[src/rtl/opm_serial_dac_rx.sv]
// opm_serial_dac_rx: receiver for the OPM serial DAC stream (SO data + SH strobes).
// A shared shift register collects floating-point frames; each channel latches
// the frame on its SH falling edge and converts it to signed linear PCM.
// Optional mixer: define OPM_DAC_MIX_EN to build the saturated channel sum on o_MIX;
// without it o_MIX is tied to 0 and no adder exists.

// Per-channel lane: SH edge detect, frame latch, float-to-linear decode.
module opm_serial_dac_rx_ch #(
  parameter int MANT_W = 10,
  parameter int EXP_W  = 3,
  parameter int OUT_W  = 16
) (
  input  logic                    i_EMUCLK,
  input  logic                    i_RST,
  input  logic                    i_phi1_PCEN,
  input  logic                    i_SH,
  input  logic [MANT_W+EXP_W-1:0] sr_frame,
  output logic [OUT_W-1:0]        sample,
  output logic                    valid,
  output logic                    err
);
  localparam int FRAME_W = MANT_W + EXP_W;
  localparam logic [EXP_W-1:0] EXP_ONE = EXP_W'(1);

  logic               sh_z, sh_zz, ld;
  logic [FRAME_W-1:0] frame;
  // [0] = frame pending decode, [1] = output valid strobe
  logic [1:0]         vld_pipe;
  logic [EXP_W-1:0]   e;
  logic               s;
  logic [MANT_W-2:0]  m, m_n;
  logic [OUT_W-1:0]   mag, shifted, dec;

  // Falling edge of SH as seen through two phi1 samples; only meaningful on PCEN.
  assign ld    = i_phi1_PCEN & sh_zz & ~sh_z;
  assign e     = frame[FRAME_W-1 -: EXP_W];
  assign s     = frame[MANT_W-1];
  assign m     = frame[MANT_W-2:0];
  assign valid = vld_pipe[1];

  // SH sampling on phi1; sh_zz resetting low blocks a spurious edge after reset.
  always_ff @(posedge i_EMUCLK or posedge i_RST) begin
    if (i_RST) begin
      sh_z  <= 1'b0;
      sh_zz <= 1'b0;
    end else if (i_phi1_PCEN) begin
      sh_z  <= i_SH;
      sh_zz <= sh_z;
    end
  end

  // Frame capture from the pre-shift SR value, plus the valid pipeline.
  always_ff @(posedge i_EMUCLK or posedge i_RST) begin
    if (i_RST) begin
      frame    <= '0;
      vld_pipe <= '0;
    end else begin
      if (ld) frame <= sr_frame;
      vld_pipe <= {vld_pipe[0], ld};
    end
  end

  // Decode: sign=1 is positive magnitude m, sign=0 is negative with inverted m.
  always_comb begin
    m_n     = ~m;
    mag     = s ? OUT_W'(m) : OUT_W'(m_n);
    shifted = mag << (e - EXP_ONE);
    dec     = '0;
    if (e != '0) dec = s ? shifted : -shifted;
  end

  // Output register: sample holds between frames, exponent-0 error is sticky.
  always_ff @(posedge i_EMUCLK or posedge i_RST) begin
    if (i_RST) begin
      sample <= '0;
      err    <= 1'b0;
    end else if (vld_pipe[0]) begin
      sample <= dec;
      if (e == '0) err <= 1'b1;
    end
  end
endmodule

// Top: shared shift register, channel lanes, optional saturating mixer.
module opm_serial_dac_rx #(
  parameter int NUM_CH = 2,
  parameter int MANT_W = 10,
  parameter int EXP_W  = 3,
  parameter int OUT_W  = 16
) (
  input  logic                    i_EMUCLK,
  input  logic                    i_RST,
  input  logic                    i_phi1_PCEN,
  input  logic                    i_SO,
  input  logic [NUM_CH-1:0]       i_SH,
  output logic [NUM_CH*OUT_W-1:0] o_SAMPLE,
  output logic [NUM_CH-1:0]       o_VALID,
  output logic [NUM_CH-1:0]       o_ERR,
  output logic [OUT_W-1:0]        o_MIX
);
  localparam int FRAME_W = MANT_W + EXP_W;

  // Largest decoded magnitude is a full mantissa shifted by 2**EXP_W-2.
  if (OUT_W < MANT_W + 2**EXP_W - 2) begin : g_bad_cfg
    $error("opm_serial_dac_rx: OUT_W too narrow for MANT_W/EXP_W");
  end

  logic [FRAME_W:0]                sr;
  logic [NUM_CH-1:0][OUT_W-1:0]    sample_q;

  // Serial data enters at the MSB; one extra bit sits above the frame window.
  always_ff @(posedge i_EMUCLK or posedge i_RST) begin
    if (i_RST)            sr <= '0;
    else if (i_phi1_PCEN) sr <= {i_SO, sr[FRAME_W:1]};
  end

  for (genvar k = 0; k < NUM_CH; k++) begin : g_ch
    opm_serial_dac_rx_ch #(
      .MANT_W (MANT_W),
      .EXP_W  (EXP_W),
      .OUT_W  (OUT_W)
    ) u_ch (
      .i_EMUCLK    (i_EMUCLK),
      .i_RST       (i_RST),
      .i_phi1_PCEN (i_phi1_PCEN),
      .i_SH        (i_SH[k]),
      .sr_frame    (sr[FRAME_W-1:0]),
      .sample      (sample_q[k]),
      .valid       (o_VALID[k]),
      .err         (o_ERR[k])
    );
  end

  // Packed layout places channel k at [k*OUT_W +: OUT_W].
  assign o_SAMPLE = sample_q;

`ifdef OPM_DAC_MIX_EN
  localparam int SUM_W = OUT_W + $clog2(NUM_CH);
  localparam logic signed [SUM_W-1:0] MAX_S = SUM_W'(2**(OUT_W-1) - 1);
  localparam logic signed [SUM_W-1:0] MIN_S = ~MAX_S;

  logic signed [SUM_W-1:0] sum;
  logic        [OUT_W-1:0] mix_sat;

  // Widened sum of the currently held samples, clamped to the OUT_W range.
  always_comb begin
    sum = '0;
    for (int k = 0; k < NUM_CH; k++) sum = sum + SUM_W'($signed(sample_q[k]));
    if (sum > MAX_S)      mix_sat = MAX_S[OUT_W-1:0];
    else if (sum < MIN_S) mix_sat = MIN_S[OUT_W-1:0];
    else                  mix_sat = sum[OUT_W-1:0];
  end

  // Mix refreshes the cycle after any channel publishes a new sample.
  always_ff @(posedge i_EMUCLK or posedge i_RST) begin
    if (i_RST)          o_MIX <= '0;
    else if (|o_VALID)  o_MIX <= mix_sat;
  end
`else
  assign o_MIX = '0;
`endif
endmodule

[config.mk]
export PLATFORM = sky130hd
export DESIGN_NAME = opm_serial_dac_rx
export DESIGN_NICKNAME = d
export VERILOG_FILES = /design/src/rtl/opm_serial_dac_rx.sv
export SDC_FILE = /design/constraint.sdc
export NUM_CORES = 1
export LEC_CHECK = 0
export ABC_AREA = 1
export CAP_MARGIN = 20
export CORE_UTILIZATION = 52
export DETAILED_ROUTE_END_ITERATION = 10
export GPL_ROUTABILITY_DRIVEN = 0
export PLACE_DENSITY_LB_ADDON = 0.25
export SYNTH_ARGS = -nofsm -noshare
export SYNTH_HDL_FRONTEND = slang
export SYNTH_SLANG_ARGS = --single-unit
[constraint.sdc]
create_clock -name i_EMUCLK -period 3 [get_ports i_EMUCLK]
set_input_delay 0.9 -clock i_EMUCLK [delete_from_list [all_inputs] [get_ports i_EMUCLK]]
set_output_delay 0.9 -clock i_EMUCLK [all_outputs]
set_load 0.02 [all_outputs]
Word level (Yosys, flattened, before mapping)
Index checks and enable logic that the tools add are counted.
Word-level totals
  bits in registers: 82
  input port bits: 6
  word-level logic and storage cells: 39
Operators by class
  add/subtract/negate cells: 4
  shift operators: 2
  muxes and demuxes: 6
  bitwise logic cells: 8
  reduce and logical (&&, ||, !) cells: 6
Operator list (count)
  16-bit two-way mux: 4
  16-bit negation: 2
  16-bit by 3-bit left shift with 16-bit output: 2
  9-bit two-way mux: 2
  9-bit inverter: 2
  3-bit zero test: 2
  3-bit nonzero test: 2
  3-bit by 1-bit subtractor with 3-bit output (second input constant): 2
  1-bit AND: 4
  2-bit AND reduction: 2
  1-bit inverter: 2

Longest topological paths before layout
  depth in word-level cells: 6
  gate-level depth with buffers: 17
  depth with buffers taken out: 16

Modules after synthesis
A second synthesis with hierarchy kept.
Second synthesis, totals
  cell total of the unflattened synthesis: 813
  area total of the unflattened synthesis: 5738.0 um2
Modules (own cells, without submodules)
  opm_serial_dac_rx_ch: times used 2, cells each 368, area each 2539.9 um2
  opm_serial_dac_rx: times used 1, cells each 77, area each 658.1 um2

Worst setup path before layout
Ideal clock, no wire load.
  path kind: register to register
  start: register g_ch[1].u_ch.frame[10]
  end: register g_ch[1].u_ch.sample[14]
  setup time: 0.117 ns
  data arrival time: 2.150 ns
  required time: 2.883 ns
  setup slack: 0.732 ns
  stages on the path, launching flop included: 18
  path buffers: 3
  cell sequence: dfrtp_1 -> inv_1 -> buf_4 -> ha_1 -> buf_4 -> buf_2 -> nand2_1 -> nor2_1 -> inv_1 -> ha_1 -> nand3_2 -> nor2_1 -> nand2_1 -> nand2_2 -> nand2_1 -> nand2_1 -> nand3_1 -> nand2_1
On the way
  word-level cells in the longest chain between the ends: 5
  elaborated cells between the ends (all ways): 6
Ends and longest elaborated chain
  from (decl): line 26  | logic [FRAME_W-1:0] frame;
  from (signal assigned): line 58  | if (ld) frame <= sr_frame;
  3-bit by 1-bit subtractor with 3-bit output: line 67  | shifted = mag << (e - EXP_ONE);
  16-bit by 3-bit left shift with 16-bit output: line 67
  16-bit negation: line 69  | if (e != '0) dec = s ? shifted : -shifted;
  16-bit two-way mux: line 69
  16-bit two-way mux *: line 69
  to (signal assigned): line 75  | sample <= '0;
  to (signal assigned): line 78  | sample <= dec;
  to (decl): line 18  | output logic [OUT_W-1:0] sample,
Mark *: on every way between the ends. The rest lies on a longest branch, timed or not.
A chain may end at the register's enable or synchronous reset.

Worst setup path in the final report
  start: register g_ch[0].u_ch.frame[10]
  end: register g_ch[0].u_ch.sample[15]
On the way
  word-level cells in the longest chain between the ends: 5
  elaborated cells between the ends (all ways): 6
Ends and longest elaborated chain (line)
  from (decl): 26
  from (signal assigned): 58
  3-bit by 1-bit subtractor with 3-bit output: 67
  16-bit by 3-bit left shift with 16-bit output: 67
  16-bit negation: 69
  16-bit two-way mux: 69
  16-bit two-way mux *: 69
  to (signal assigned): 75
  to (signal assigned): 78
  to (decl): 18
Marked as above.

==> metrics.md <==
| Metric | Value |
|---|---|
| Clock share of power | `0.132` |
| WHS | `424.0 ps` |
| Yosys cell types | `31` |
| Final Instance Area | `0.005995 sq mm` |
| Vias in the first global route | `4,245` |
| Number of CTS-inserted buffers | `9` |
| I/O Pins | `58` |
| Cell with the most instances after synthesis | `nand2_1` |
| Vias per cell | `5.094` |
| Hold buffers post-CTS | `0` |
| Required @ worst endpoint | `3260 ps` |
| Top area cells in the synthesized netlist | `dfrtp_1 38%, nand2_1 20%, nand3_1 9.5%` |
| Setup slack, reg-to-reg | `360 ps` |
| Hold Fails Final Rpt | `0` |
| IR drop worst, VDD | `0.3732 mV` |
| Critical R2R Launch | `g_ch[0].u_ch.frame[10]` |
| Die width | `104.0 um` |
| Worst-case clock buffer depth | `2` |
| Synth Cell Area | `0.005409 sq mm` |
| Router iterations before antenna repair | `7` |
| CTS tree | `built` |
| Critical R2R Capture | `g_ch[0].u_ch.sample[15]` |
| Power per cell area | `1026 mW/mm^2` |
| Worst Tran Pin Value | `798.4 ps` |
| Ys async rst share | `1.000` |
| H-tree depth | `3` |
| Final setup violation count | `0` |
| Worst rel slew slack | `0.4658` |
| Hold EP | `g_ch[0].u_ch.vld_pipe[1]` |
| Net switching power | `3.022 mW` |
| Max-Cap Viols | `0` |
| Register area share after synthesis | `0.3794` |
| Total grt overflow | `0` |
| HP Class | `reg2reg` |
| CTS resizes | `0` |
| 1st-iter DRT viols | `330` |
| Routed via count | `4,834` |
| Post-Place Cell Area | `0.005791 sq mm` |
| Initial Util | `0.5458` |
| GRT Util Overall | `0.2143` |
| Worst-path clk slew | `90 ps` |
| Drt wl/cell | `11.76 um` |
| Largest net degree at the start of global routing | `46` |
| Clock root cell | `clkbuf_8` |
| Top FF cell, synth | `dfrtp_1` |
| Core area | `0.009910 sq mm` |
| Initial antenna violation count | `0` |
| # rows | `36` |
| Post-Route WL | `11.16 mm` |
| Cells after synthesis | `784` |
| EDFF count, synth | `0` |
| Synthesized area per cell | `6.899 sq um` |
| Static leakage | `3.018 nW` |
| DPL Wire Length | `8.414 mm` |
| RSZ-0062 raised after global routing | `no` |
| DIE AREA | `0.01081 sq mm` |
| Post-Route Setup TNS | `0 ps` |
| Postcts setup bufs | `0` |
| Clock latency on the worst-skew pair | `360 ps` |
| Synth top area share | `0.3794` |
| Worst hold stages | `0` |
| Area Growth Syn to Fin | `10.83%` |
| Max Freq | `378.6 MHz` |
| Yosys reg bits | `82` |
| Hold Startpoint | `g_ch[0].u_ch.vld_pipe[0]` |
| Switch share | `0.4911` |
| Worst EP arrival | `2900 ps` |
| Int Power | `3.131 mW` |
| Worst Setup End Kind | `register` |
| Tmin final | `2642 ps` |
| Worst Clk Skew | `8.854 ps` |
| Die height | `104.0 um` |
| Slew Limit Fails | `0` |
| Layout cells sized above 1 | `0.09559` |
| Layout Nets | `823` |
| First-pass GRT wire length | `19.23 mm` |
| Startpoint types | `register` |
| Period utilization | `0.8805` |
| Antenna Nets Post-Route | `0` |
| CTS Sinks | `82` |
| Antenna cells | `0` |
| Port Buffer Count | `41` |
| Gate power share | `0.606` |
| DRC | `0` |
| Most common library cells after synthesis | `289 x nand2_1, 103 x nand3_1, 82 x dfrtp_1, 63 x inv_1, 55 x o21ai_0` |
| Crit Path Category | `reg2reg` |
| Post-synth top area cell | `dfrtp_1` |
| Seq pwr share | `0.262` |
| Critical path peak fanout | `15` |
| FILL cells | `909` |
| Outcome | `finished clean` |
| R2R depth | `14` |
| YS warnings | `0` |
through the flow:
step / power (mW) / setup slack, ps / utilization / instances
after floorplan: 4.485 / 732.2 / - / 799
after global placement: 5.240 / 500.7 / 0.5843 / 933
after detailed placement: 5.321 / 420.5 / 0.5843 / 933
after CTS: 6.156 / 398.6 / 0.6049 / 949
after global routing: 6.722 / 79.72 / 0.6049 / 949
final: 6.153 / 358.4 / 0.6049 / 949
cells by family (layout without fill, tap and decap cells):
| kind of cell | count (synthesis) | count (layout) | share of synthesized area |
|---|---|---|---|
| simple gates | 483 | 483 | 0.3939 |
| buf+inv | 124 | 141 | 0.1177 |
| flops | 82 | 82 | 0.3794 |
| compound gates | 78 | 78 | 0.07541 |
| xor+xnor | 10 | 10 | 0.01897 |
| fa+ha+maj | 6 | 6 | 0.01388 |
| other cells | 1 | 16 | 0.0006933 |
state kept, by name, indices dropped and copies added (netlist names):
| register | cells |
|---|---|
| g_ch.u_ch.sh_zz | 2 |
| g_ch.u_ch.sample | 32 |
| g_ch.u_ch.sh_z | 2 |
| g_ch.u_ch.err | 2 |
| sr | 14 |
| g_ch.u_ch.vld_pipe | 4 |
| g_ch.u_ch.frame | 26 |
power by group through the flow:
stage                     clock network, mW  logic (mW)  registers, mW
after floorplan                           0        2.69           1.80
after global placement                    0        3.62           1.62
after detailed placement                  0        3.69           1.63
after CTS                             0.829        3.72           1.61
after global routing                  0.862        4.20           1.66
final                                 0.810        3.73           1.61
area by class of cell:
class | count | area, sq um | area share
Clock buffer | 9 | 123.9 | 0.02066
Inverter | 71 | 275.3 | 0.04592
Sequential cell | 82 | 2052 | 0.3423
Multi-Input combinational cell | 593 | 2776 | 0.4632
Tap cell | 133 | 166.4 | 0.02776
Timing Repair Buffer | 54 | 520.5 | 0.08683
Clock inverter | 7 | 80.08 | 0.01336
routing by layer:
layer  vias up  track usage  routed length, um
met4         0      0.07245                172
met5         -            0                  0
li1       2507            -                  -
met3        18      0.02820                506
met1      2164       0.3088               5611
met2       145       0.3329               4873
cell usage in the layout (no fill, tap or decap), types with 2 or more instances in the layout:
cell             netlist  routed
nand3_2               18      18
clkbuf_8               0       9
nand4_1                3       3
a21o_1                 2       2
inv_2                  5       5
clkinv_1               2       2
nor2_1                47      47
nand2_2               12      12
nand3_1              103     103
o21ai_0               55      55
dfrtp_1               82      82
clkinvlp_4             0       3
nand3b_1               2       2
ha_1                   6       6
buf_4                 27      12
nand2_4                2       2
nor2_2                 6       6
xnor2_2                2       2
clkdlybuf4s50_1        0      41
conb_1                 1      16
xor2_1                 8       8
inv_1                 63      62
o21ai_1               18      18
o21ai_2                2       2
nand2_1              289     289
clkinv_4               0       4
critical path, stage by stage (launching register included):
cell and delay, ps:
dfrtp_1 620, inv_2 210, ha_1 430, inv_1 310, nand3_1 190, nand3_1 120
nand2_1 90, nand2_1 110, inv_1 50, nand3_1 70, nand2_1 100, nand2_1 90
nand2_1 50, nand3_1 70, nand2_1 50
worst max-delay path by stage:
stage | start | to | slack [ps]
2_1_floorplan | g_ch[1].u_ch.frame[10] | g_ch[1].u_ch.sample[14] | 730
3_3_place_gp | g_ch[0].u_ch.frame[10] | g_ch[0].u_ch.sample[15] | 500
3_5_place_dp | g_ch[0].u_ch.frame[10] | g_ch[0].u_ch.sample[15] | 420
4_1_cts | g_ch[0].u_ch.frame[10] | g_ch[0].u_ch.sample[15] | 400
5_1_grt | g_ch[0].u_ch.frame[10] | g_ch[0].u_ch.sample[15] | 80
6_report | g_ch[0].u_ch.frame[10] | g_ch[0].u_ch.sample[15] | 360
(Power assumes the default switching activity.)
